$ cat config.mk
export PLATFORM = sky130hd
export DESIGN_NAME = watchdog_supervisor_flat
export DESIGN_NICKNAME = d
export VERILOG_FILES = /design/src/rtl/watchdog_supervisor_pkg.sv /design/src/rtl/watchdog_supervisor_if.sv /design/src/rtl/watchdog_supervisor_channel.sv /design/src/rtl/watchdog_supervisor.sv /design/src/flat_wrapper.sv
export SDC_FILE = /design/constraint.sdc
export NUM_CORES = 1
export LEC_CHECK = 0
export CAP_MARGIN = 20
export CELL_PAD_IN_SITES_DETAIL_PLACEMENT = 2
export CELL_PAD_IN_SITES_GLOBAL_PLACEMENT = 2
export CORE_ASPECT_RATIO = 1.75
export CORE_UTILIZATION = 35
export CTS_BUF_LIST = sky130_fd_sc_hd__clkbuf_4 sky130_fd_sc_hd__clkbuf_8
export DETAILED_ROUTE_END_ITERATION = 10
export HOLD_SLACK_MARGIN = 0.1
export PLACE_DENSITY_LB_ADDON = 0.1
export SLEW_MARGIN = 20
export SYNTH_ARGS = -nofsm -noshare
export SYNTH_HDL_FRONTEND = slang
export SYNTH_SLANG_ARGS = --single-unit
export TNS_END_PERCENT = 20
$ cat constraint.sdc
create_clock -name ipClk -period 2.73 [get_ports ipClk]
set_clock_uncertainty 0.1 [all_clocks]
set_input_delay 0.819 -clock ipClk [delete_from_list [all_inputs] [get_ports ipClk]]
set_output_delay 0.819 -clock ipClk [all_outputs]
set_load 0.1 [all_outputs]
$ cat src/rtl/watchdog_supervisor_pkg.sv
// Shared state encoding and sizing helpers for the watchdog supervisor.
package watchdog_supervisor_pkg;

    typedef enum logic [1:0] {
        ST_HOLD  = 2'd0,
        ST_GRACE = 2'd1,
        ST_RUN   = 2'd2,
        ST_FATAL = 2'd3
    } state_t;

    localparam int unsigned MS_PER_S = 32'd1000;

    function automatic int unsigned ms_to_cycles(input int unsigned clk_hz, input int unsigned ms);
        return (clk_hz / MS_PER_S) * ms;
    endfunction

    // Bits needed to hold 0..max_val, never narrower than one bit.
    function automatic int unsigned cnt_width(input int unsigned max_val);
        int unsigned w;
        w = $clog2(max_val + 32'd1);
        return (w == 32'd0) ? 32'd1 : w;
    endfunction

endpackage

$ cat src/rtl/watchdog_supervisor_if.sv
// Control/status bundle between the watchdog supervisor and its environment.
interface watchdog_supervisor_if #(
    parameter int unsigned Channels = 4,
    parameter int unsigned RetryW   = 2
);
    logic [Channels-1:0] ipEnable;
    logic [Channels-1:0] ipKick;
    logic                ipClearFatal;
    logic                opSubReset;
    logic                opFatal;
    logic                opTimeoutStrobe;
    logic [Channels-1:0] opTimedOut;
    logic [RetryW-1:0]   opRetries;
    logic [1:0]          opState;

    modport master (
        output ipEnable, ipKick, ipClearFatal,
        input  opSubReset, opFatal, opTimeoutStrobe, opTimedOut, opRetries, opState
    );

    modport slave (
        input  ipEnable, ipKick, ipClearFatal,
        output opSubReset, opFatal, opTimeoutStrobe, opTimedOut, opRetries, opState
    );
endinterface

$ cat src/rtl/watchdog_supervisor_channel.sv
// One watchdog channel: kick detection, down counter and expiry flag.
module watchdog_supervisor_channel
    import watchdog_supervisor_pkg::*;
#(
    parameter int unsigned TimeoutCycles = 10,
    parameter int unsigned EdgeSensitive = 1
) (
    input  logic ipClk,
    input  logic Reset,
    input  logic run_i,
    input  logic freeze_i,
    input  logic evt_i,
    input  logic enable_i,
    input  logic kick_i,
    output logic expired_o
);
    localparam int unsigned    CNT_W       = cnt_width(TimeoutCycles);
    localparam logic [CNT_W-1:0] RELOAD      = CNT_W'(TimeoutCycles);
    localparam logic [CNT_W-1:0] KICK_RELOAD = CNT_W'(TimeoutCycles - 32'd1);
    localparam bit             EDGE_MODE   = (EdgeSensitive != 32'd0);

    logic [1:0]       hist_q;
    logic [CNT_W-1:0] cnt_q;
    logic [CNT_W-1:0] cnt_d;
    logic             kick_det;

    assign kick_det  = EDGE_MODE ? (hist_q[0] & ~hist_q[1]) : hist_q[0];
    assign expired_o = enable_i && (cnt_q == {CNT_W{1'b0}});

    // Counter next value: a timeout event anywhere wins over a kick on this channel.
    always_comb begin
        cnt_d = cnt_q;
        if (freeze_i) begin
            cnt_d = cnt_q;
        end else if (!run_i || !enable_i || evt_i) begin
            cnt_d = RELOAD;
        end else if (kick_det) begin
            cnt_d = KICK_RELOAD;
        end else begin
            cnt_d = cnt_q - CNT_W'(1);
        end
    end

    // Kick history and counter registers.
    always_ff @(posedge ipClk) begin
        if (Reset) begin
            hist_q <= 2'b00;
            cnt_q  <= RELOAD;
        end else begin
            hist_q <= {hist_q[0], kick_i};
            cnt_q  <= cnt_d;
        end
    end
endmodule

$ cat src/rtl/watchdog_supervisor.sv
// Multi-channel watchdog: holds the subsystem in reset, grants grace, enforces
// per-channel timeouts with bounded retries before latching FATAL.
module watchdog_supervisor
    import watchdog_supervisor_pkg::*;
#(
    parameter int unsigned Clk_Frequency     = 50_000_000,
    parameter int unsigned Channels          = 4,
    parameter int unsigned Timeout_ms        = 100,
    parameter int unsigned Grace_ms          = 500,
    parameter int unsigned ResetPulse_Cycles = 16,
    parameter int unsigned Max_Retries       = 3,
    parameter int unsigned Heal_ms           = 1000,
    parameter int unsigned EdgeSensitive     = 1
) (
    input  logic                  ipClk,
    input  logic                  Reset,
    watchdog_supervisor_if.slave  bus
);
    localparam int unsigned TIMEOUT_CYC = ms_to_cycles(Clk_Frequency, Timeout_ms);
    localparam int unsigned GRACE_CYC   = ms_to_cycles(Clk_Frequency, Grace_ms);
    localparam int unsigned HEAL_CYC    = ms_to_cycles(Clk_Frequency, Heal_ms);
    localparam int unsigned PW          = cnt_width(ResetPulse_Cycles);
    localparam int unsigned GW          = cnt_width(GRACE_CYC);
    localparam int unsigned HW          = cnt_width(HEAL_CYC);
    localparam int unsigned RW          = cnt_width(Max_Retries);
    localparam logic [PW-1:0] P_LAST    = PW'(ResetPulse_Cycles - 32'd1);
    localparam logic [GW-1:0] G_LAST    = GW'(GRACE_CYC - 32'd1);
    localparam logic [HW-1:0] H_LAST    = HW'(HEAL_CYC - 32'd1);
    localparam logic [RW-1:0] MAX_RET   = RW'(Max_Retries);

    state_t              state_q, state_d;
    logic [PW-1:0]       pulse_q, pulse_d;
    logic [GW-1:0]       grace_q, grace_d;
    logic [HW-1:0]       heal_q, heal_d;
    logic [RW-1:0]       retries_q, retries_d;
    logic                sub_reset_q, sub_reset_d;
    logic                fatal_q, fatal_d;
    logic                strobe_q, strobe_d;
    logic [Channels-1:0] timed_out_q, timed_out_d;
    logic [Channels-1:0] expired;
    logic                evt;
    logic                run;
    logic                freeze;

    assign run    = (state_q == ST_RUN);
    assign freeze = (state_q == ST_FATAL);
    assign evt    = run && (|expired);

    for (genvar g = 0; g < Channels; g++) begin : g_ch
        watchdog_supervisor_channel #(
            .TimeoutCycles (TIMEOUT_CYC),
            .EdgeSensitive (EdgeSensitive)
        ) u_ch (
            .ipClk     (ipClk),
            .Reset     (Reset),
            .run_i     (run),
            .freeze_i  (freeze),
            .evt_i     (evt),
            .enable_i  (bus.ipEnable[g]),
            .kick_i    (bus.ipKick[g]),
            .expired_o (expired[g])
        );
    end

    // Supervisor FSM next state; a timeout event outranks healing in the same cycle.
    always_comb begin
        state_d     = state_q;
        retries_d   = retries_q;
        fatal_d     = fatal_q;
        strobe_d    = 1'b0;
        timed_out_d = timed_out_q;
        case (state_q)
            ST_HOLD: begin
                if (pulse_q == P_LAST) state_d = ST_GRACE;
                else                   state_d = ST_HOLD;
            end
            ST_GRACE: begin
                if (grace_q == G_LAST) state_d = ST_RUN;
                else                   state_d = ST_GRACE;
            end
            ST_RUN: begin
                if (evt) begin
                    strobe_d    = 1'b1;
                    timed_out_d = expired;
                    if (retries_q == MAX_RET) begin
                        state_d = ST_FATAL;
                        fatal_d = 1'b1;
                    end else begin
                        state_d   = ST_HOLD;
                        retries_d = retries_q + RW'(1);
                    end
                end else if (heal_q == H_LAST) begin
                    retries_d = {RW{1'b0}};
                end else begin
                    retries_d = retries_q;
                end
            end
            ST_FATAL: begin
                if (bus.ipClearFatal) begin
                    state_d   = ST_HOLD;
                    retries_d = {RW{1'b0}};
                    fatal_d   = 1'b0;
                end else begin
                    state_d = ST_FATAL;
                end
            end
            default: state_d = ST_HOLD;
        endcase
        sub_reset_d = (state_d == ST_HOLD) || (state_d == ST_FATAL);
        // Phase timers restart from zero whenever their state is (re)entered.
        pulse_d = ((state_q == ST_HOLD) && (state_d == ST_HOLD)) ? pulse_q + PW'(1) : {PW{1'b0}};
        grace_d = ((state_q == ST_GRACE) && (state_d == ST_GRACE)) ? grace_q + GW'(1) : {GW{1'b0}};
        heal_d  = ((state_q == ST_RUN) && (state_d == ST_RUN)) ?
                  ((heal_q == H_LAST) ? heal_q : heal_q + HW'(1)) : {HW{1'b0}};
    end

    // State and output registers.
    always_ff @(posedge ipClk) begin
        if (Reset) begin
            state_q     <= ST_HOLD;
            pulse_q     <= {PW{1'b0}};
            grace_q     <= {GW{1'b0}};
            heal_q      <= {HW{1'b0}};
            retries_q   <= {RW{1'b0}};
            sub_reset_q <= 1'b1;
            fatal_q     <= 1'b0;
            strobe_q    <= 1'b0;
            timed_out_q <= {Channels{1'b0}};
        end else begin
            state_q     <= state_d;
            pulse_q     <= pulse_d;
            grace_q     <= grace_d;
            heal_q      <= heal_d;
            retries_q   <= retries_d;
            sub_reset_q <= sub_reset_d;
            fatal_q     <= fatal_d;
            strobe_q    <= strobe_d;
            timed_out_q <= timed_out_d;
        end
    end

    assign bus.opState         = state_q;
    assign bus.opSubReset      = sub_reset_q;
    assign bus.opFatal         = fatal_q;
    assign bus.opTimeoutStrobe = strobe_q;
    assign bus.opTimedOut      = timed_out_q;
    assign bus.opRetries       = retries_q;
endmodule

$ cat src/flat_wrapper.sv
// flat-port wrapper written by rule: the top's interface ports become plain ports
module watchdog_supervisor_flat import watchdog_supervisor_pkg::*;
#(
    parameter int unsigned Clk_Frequency     = 50_000_000,
    parameter int unsigned Channels          = 4,
    parameter int unsigned Timeout_ms        = 100,
    parameter int unsigned Grace_ms          = 500,
    parameter int unsigned ResetPulse_Cycles = 16,
    parameter int unsigned Max_Retries       = 3,
    parameter int unsigned Heal_ms           = 1000,
    parameter int unsigned EdgeSensitive     = 1
)
  (ipClk, Reset, bus_ipEnable, bus_ipKick, bus_ipClearFatal, bus_opSubReset, bus_opFatal, bus_opTimeoutStrobe, bus_opTimedOut, bus_opRetries, bus_opState);
  watchdog_supervisor_if #(.Channels(Channels), .RetryW(2)) bus_i ();
  input  logic ipClk;
  input  logic Reset;
  input wire logic [$bits(bus_i.ipEnable)-1:0] bus_ipEnable;
  input wire logic [$bits(bus_i.ipKick)-1:0] bus_ipKick;
  input wire logic [$bits(bus_i.ipClearFatal)-1:0] bus_ipClearFatal;
  output wire logic [$bits(bus_i.opSubReset)-1:0] bus_opSubReset;
  output wire logic [$bits(bus_i.opFatal)-1:0] bus_opFatal;
  output wire logic [$bits(bus_i.opTimeoutStrobe)-1:0] bus_opTimeoutStrobe;
  output wire logic [$bits(bus_i.opTimedOut)-1:0] bus_opTimedOut;
  output wire logic [$bits(bus_i.opRetries)-1:0] bus_opRetries;
  output wire logic [$bits(bus_i.opState)-1:0] bus_opState;
  assign bus_i.ipEnable = bus_ipEnable;
  assign bus_i.ipKick = bus_ipKick;
  assign bus_i.ipClearFatal = bus_ipClearFatal;
  assign bus_opSubReset = bus_i.opSubReset;
  assign bus_opFatal = bus_i.opFatal;
  assign bus_opTimeoutStrobe = bus_i.opTimeoutStrobe;
  assign bus_opTimedOut = bus_i.opTimedOut;
  assign bus_opRetries = bus_i.opRetries;
  assign bus_opState = bus_i.opState;
  watchdog_supervisor #(.Clk_Frequency(Clk_Frequency), .Channels(Channels), .Timeout_ms(Timeout_ms), .Grace_ms(Grace_ms), .ResetPulse_Cycles(ResetPulse_Cycles), .Max_Retries(Max_Retries), .Heal_ms(Heal_ms), .EdgeSensitive(EdgeSensitive)) u_core (.ipClk(ipClk), .Reset(Reset), .bus(bus_i));
endmodule
## After elaboration in Yosys (flattened, before gate mapping)

Index checks and enable logic that the tools add are counted.

| word-level totals | value |
|---|---|
| bits in registers | 167 |
| bits in latches | 0 |
| memory bits (writable) | 0 |
| bits in read-only memories | 0 |
| word-level logic and storage cells | 113 |
| memories | 0 |

| cells by class | value |
|---|---|
| add/sub/neg operators | 8 |
| multipliers | 0 |
| div/mod/pow operators | 0 |
| magnitude comparators | 0 |
| equality and inequality tests | 15 |
| shift-type cells | 0 |
| muxes and demuxes | 24 |
| bitwise operators | 12 |
| reductions and logical operators | 37 |

Operator list:

| kind | count |
|---|---|
| $mux W23 | 8 |
| $logic_not A23 Y1 | 4 |
| $sub A23 B1 Y23 const B | 4 |
| $add A26 B1 Y26 const B | 1 |
| $eq A26 B26 Y1 const B | 1 |
| $add A25 B1 Y25 const B | 1 |
| $eq A25 B25 Y1 const B | 1 |
| $mux W2 | 8 |
| $eq A2 B2 Y1 const B | 5 |
| $logic_or A1 B1 Y1 | 9 |
| $logic_and A1 B1 Y1 | 8 |
| $not A1 Y1 | 8 |
| $pmux W2 S4 | 1 |
| $reduce_and A4 Y1 | 2 |
| $reduce_or A2 Y1 | 4 |
| $add A5 B1 Y5 const B | 1 |
| $eq A5 B4 Y1 const B | 1 |
| $logic_not A1 Y1 | 5 |
| $mux W1 | 5 |
| $and A1 B1 Y1 | 4 |
| $eq A2 B1 Y1 const B | 2 |
| $logic_not A2 Y1 | 2 |
| $ne A2 B1 Y1 const B | 2 |
| $pmux W2 S2 | 1 |
| other kinds (8) | 8 |

## Logic depth before layout (Yosys ltp)

| logic depth | value |
|---|---|
| depth after elaboration | 10 |
| gate-level depth with buffers | 12 |
| mapped depth without buffers | 12 |

## Cells and area by module

Synthesis repeated with hierarchy kept, for this count alone.

| unflattened totals | value |
|---|---|
| cells, all modules | 974 |
| area, all modules | 8184.1 um2 |

Modules (own cells, without submodules):

| module | times used | cells an instance | area an instance (um2) |
|---|---|---|---|
| watchdog_supervisor_channel | 4 | 150 | 1241.2 |
| watchdog_supervisor | 1 | 374 | 3219.3 |

## Worst setup path before layout

OpenSTA, ideal clock, no wires.

| path | value |
|---|---|
| path type | reg-to-reg |
| from | register u_core.g_ch[0].u_ch.cnt_q[16] |
| to | register u_core.heal_q[10] |
| data arrival time | 2773 ps |
| data required time | 2502 ps |
| slack | -271 ps |
| stages on the path, launching flop included | 11 |
| clock period less this slack | 3001 ps |
| cell sequence | dfxtp_1 -> or4_4 -> or4_4 -> nor2_1 -> nor4_1 -> nand3b_1 -> and2_1 -> ha_1 -> nand2_1 -> clkbuf_1 -> nor2_1 |

| between the ends | value |
|---|---|
| word-level cells in the longest chain between the ends | 10 |

RTL lines:

| what | RTL line | text |
|---|---|---|
| start: declaration | watchdog_supervisor_channel.sv:23 | `logic [CNT_W-1:0] cnt_q;` |
| start signal: assignment | watchdog_supervisor_channel.sv:51 | `cnt_q <= cnt_d;` |
| $logic_not A23 Y1 | watchdog_supervisor_channel.sv:28 | `assign expired_o = enable_i && (cnt_q == {CNT_W{1'b0}});` |
| $logic_and A1 B1 Y1 | watchdog_supervisor_channel.sv:28 |  |
| $reduce_or A4 Y1 | watchdog_supervisor.sv:47 | `assign evt = run && (\|expired);` |
| $logic_and A1 B1 Y1 | watchdog_supervisor.sv:47 |  |
| $mux W2 | watchdog_supervisor.sv:82 | `if (evt) begin` |
| $pmux W2 S4 | watchdog_supervisor.sv:72 | `case (state_q)` |
| $eq A2 B2 Y1 | watchdog_supervisor.sv:113 | `heal_d = ((state_q == ST_RUN) && (state_d == ST_RUN)) ?` |
| $logic_and A1 B1 Y1 | watchdog_supervisor.sv:113 |  |
| $not A1 Y1 (no line) | n/a |  |
| $reduce_or A2 Y1 (no line) | n/a |  |
| end signal: assignment | watchdog_supervisor.sv:123 | `heal_q <= {HW{1'b0}};` |
| end signal: assignment | watchdog_supervisor.sv:133 | `heal_q <= heal_d;` |
| end: declaration | watchdog_supervisor.sv:34 | `logic [HW-1:0] heal_q, heal_d;` |

Every way passes these cells.
A chain may end at the register's enable or synchronous reset.

## Worst setup path after layout

| path | value |
|---|---|
| from | register u_core.g_ch[0].u_ch.cnt_q[20] |
| to | register u_core.heal_q[2] |

The elaborated chain is that of the path after synthesis.

==> results.md <==
Outcome:
- The flow ran to the end, but the final reports show violations.
- The final reports fail on negative setup slack.

Global routing:
- The largest net degree at the start of global routing is 32.
- The first global-routing pass estimated 42800 um of wire.
- The aggregate global-route resource usage is 22.2%.
- For this run the aggregate overflow at the end of global routing stands at 0.
- The number of antenna violations at the first check in global routing is 0.
- The via count of the first global-routing pass is 8605.

Synth:
- For this run, the register share of the synthesized area comes to 40.8%.
- The largest total area in the synthesized netlist belongs to dfxtp_1.
- The most used flip-flop cell after synthesis is dfxtp_1.
- The synthesized netlist contains 67 unique library cells.
- After synthesis, the share of flip-flops with an asynchronous set or reset is 0%.
- A synthesized cell averages 8.16 um2.
- Yosys instantiated no cell more often than dfxtp_1.
- Synthesis produced 1004 cells.
- The synthesized design contains 0 enable-type register cells.
- The count of synthesis-stage warnings from yosys is 0.
- By area the synthesized netlist is led by dfxtp_1 41%, nor2_1 5.7%, nand2_1 4.1%, xor2_1 4.1%, nand3_1 3.2%.
- Of the post-synthesis cell area, the dominant cell type holds 40.8%.
- The flop and latch count out of synthesis is 167.
- The netlist area before placement is 8200 um2.
- The post-synthesis net count is 1031.
- The commonest cells after synthesis are 167 x dfxtp_1, 124 x nor2_1, 90 x nand2_1.

Detailed routing:
- The met2 routed wirelength is 14400 um.
- The met3 layer wire length in the routed design is 300 um.
- The initial detailed-routing violation count is 192.
- The detailed router put a total of 10500 um of wire on met1.
- The highest metal layer with signal wires is met4.
- In the routed layout, each cell is associated on average with a via count of 5.55.
- In the final routed layout, each cell accounts on average for 18.1 um.
- The number of detailed-route iterations in the first pass is 4.
- Summing over every cut layer, the via total after detailed routing is 7869.
- In the routed design, unresolved DRC markers number 0.
- Summed over all layers, the routed wires come to 25700 um.
- The detail route stage leaves a number of antenna-violating nets equal to 0.

Timing:
- At the pin with the least slew margin, the transition time is 691 ps.
- The setup-violating endpoint count in the final report is 11.
- The total count of max-transition violations in the final report is 0.
- Setup repair after global routing could not meet its margin everywhere.
- The smallest clock period supported by the final layout is computed as 2760 ps.
- The post-route fraction of the period consumed by the critical path is 101%.
- The max-slew headroom at the worst pin is 53.5%.
- The worst setup slack after layout is -27.5 ps.
- The tightest hold margin is 362 ps.
- Timing would allow up to 363 MHz.
- The number of failing hold endpoints at the final stage came to 0.

Worst setup path:
- The slowest stage of the critical path belongs to the cell or4_4.
- Traced cell by cell, the critical path runs through or4_1, or4_4, nor2_4, nor4_4, nand3b_1, and2_4, ha_4, buf_6, o211ai_1, a31oi_1.
- For the worst setup path, the data required time is 3010 ps.
- The largest single stage delay on the critical path is 570 ps.
- The category of the most critical setup path is reg2reg.
- The endpoint identified for the worst register-to-register timing path is u_core.heal_q[2].
- In this run the register-to-register setup slack is -30 ps.
- Counting cells, the worst reg-to-reg path comes to 10.
- Broken down by cell family, the worst path's largest delay share belongs to simple AND/OR/NAND/NOR gates.
- The data arrival time of the critical path is 3030 ps.
- Along the worst path, the maximum fanout reaches 3.
- Counting both buffers and inverters, the worst setup path holds a total of 1.
- The capturing element type of the critical path is a flip-flop.
- The worst setup path is launched from a flip-flop.
- The startpoint identified for the worst register-to-register timing path is u_core.g_ch[0].u_ch.cnt_q[20].

Power:
- The worst ir drop on vdd is 0.000278 V.
- The sum of internal, switching and leakage power is 4.74 mW.
- The total power per unit cell area is 477 nW/um2.
- For this design the static power due to leakage is 3.69 nW.

Placed design:
- At the end of routability-driven placement, the weighted congestion stood at 0.765.
- Buffers placed on the I/O ports in this run total 21.
- The detailed placement HPWL is 19000 um.
- The instance area at placement is 9450 um2.
- The number of cells after detailed placement is 1384.

Floorplanning:
- The core region is 22800 um2.
- Measured along the x axis, the die boundary spans 118 um.
- In this run the count of I/O pins placed on the die edge is 22.
- The total die area is 24100 um2.
- The height of the chip is 204 um.
- The initialized floorplan defines 73 standard-cell rows.
- For this configuration, the core starts out at a cell density of 35.9%.

Worst hold path:
- The endpoint of the worst hold-timing path is u_core.pulse_q[0].
- The path category of the worst min-delay check is reg2reg.
- The worst hold path begins at u_core.pulse_q[0].
- The worst hold path stage count is 1.

CTS:
- The deepest level of the CTS H-tree is 4.
- The clock latency reported for the late side of the worst-skew pair is 500 ps.
- The clock sink count is 167.
- Clock-pin slew was measured on the worst setup and hold paths at 90 ps.
- Clock tree synthesis selected as its root buffer the cell clkbuf_8.
- No sink is reached through more buffers than the 2 on the longest clock path.
- TritonCTS created 17 clock buffers.
- TritonCTS built the clock tree.

Flow run:
- Across the run, the number of max-cap violations was 0.

Cells and area:
- The final core utilization is 43.5%.
- The design area is 9930 um2.
- Excluding fillers, the count of instances in the completed layout stands at 1418.
- The number of diodes added for antenna fixing is 0.
- The relative area change from synthesis to final layout is 21.2%.
- At the end of the flow, the number of nets in the layout was 1132.
- Of the cells placed in the final design, the portion with a size suffix greater than 1 is 15.9%.
## worst register-to-register path: cells and delay by family (launching register included)
family | cells | cell delay [ps]
buffers and inverters | 1 | 120
DFF | 1 | 330
AOI/OAI and AO/OA | 2 | 170
and+or+nand+nor | 6 | 1750
adders and majority gates | 1 | 170
## registers in the layout, indices dropped and copies added, names as in the netlist
signal,count
u_core.g_ch.u_ch.cnt_q,92
u_core.heal_q,26
u_core.grace_q,25
u_core.g_ch.u_ch.hist_q,8
u_core.pulse_q,5
u_core.bus.opTimedOut,4
u_core.bus.opRetries,2
u_core.bus.opState,2
u_core.bus.opFatal,1
u_core.bus.opSubReset,1
u_core.bus.opTimeoutStrobe,1
## cell families after synthesis
family          Yosys count  share of synthesized area, %
flops                   167                          40.8
buf+inv                  75                          3.82
simple gates            487                          30.4
mux                       5                         0.641
xor+xnor                 63                          6.73
compound gates          191                          15.1
fa+ha+maj                16                          2.44
## layer usage
metal | vias up | GRT usage, %
met5 | - | 0
met4 | 0 | 8.47
met3 | 24 | 3.15
met2 | 47 | 43.8
met1 | 4004 | 23.1
li1 | 3794 | -
## report_power, final
group          switching [mW]  internal (mW)  total (mW)
Combinational           0.277          0.184       0.461
Clock                   0.938          0.841        1.78
Sequential             0.0291           2.47        2.50
## what timing repair did
action,4_1_cts,5_1_grt
pin swaps,6,4
gates resized for setup,7,12
buffers inserted,1,1
hold buffers,0,0
gates cloned,0,0
setup endpoints to repair,76,93
## through the flow
stage                     TNS [ps]  setup WS (ps)
after floorplan              -1360          -69.5
after global placement      -56230           -518
after detailed placement    -66010           -607
after CTS                     -230          -22.4
after global routing         -5480           -118
final                        -73.4          -27.5
## how the worst max path moves through the flow
stage / slack, ps / from / cells past startpoint / end
after floorplan: -70 / u_core.g_ch[0].u_ch.cnt_q[16] / 10 / u_core.grace_q[15]
after global placement: -520 / bus_ipEnable[3] / 10 / u_core.heal_q[25]
after detailed placement: -610 / bus_ipEnable[0] / 11 / u_core.heal_q[2]
after CTS: -20 / u_core.g_ch[0].u_ch.cnt_q[20] / 10 / u_core.heal_q[2]
after global routing: -120 / u_core.g_ch[0].u_ch.cnt_q[20] / 10 / u_core.grace_q[7]
final: -30 / u_core.g_ch[0].u_ch.cnt_q[20] / 10 / u_core.heal_q[2]
## cell type report
| type | count | area (um2) |
|---|---|---|
| flip-flops and latches | 167 | 3350 |
| clock buffers | 26 | 314 |
| multi-input cells | 762 | 4650 |
| inverters | 39 | 146 |
| well taps | 300 | 375 |
| repair buffers | 118 | 1030 |
| clock inverters | 6 | 68.8 |
| fillers | 2652 | 12900 |
## cell usage in the layout, fill, tap and decap left out, types with 6 or more instances in the layout
master,instances
inv_1,39
and4_1,6
clkdlybuf4s50_1,7
nand2_1,89
a22o_1,8
or3_1,10
nand4_1,22
and3_1,29
nor4_1,31
nand2b_1,10
or4_1,8
xnor2_1,25
xor2_1,38
dfxtp_1,163
o31ai_1,7
buf_12,9
a31oi_1,18
nor3_1,46
nor2b_1,20
o21ai_0,45
clkbuf_4,7
nor2_1,119
a21oi_1,50
a21o_1,12
ha_1,14
clkbuf_8,19
nand3_1,49
buf_4,97
(Power assumes the default switching activity.)
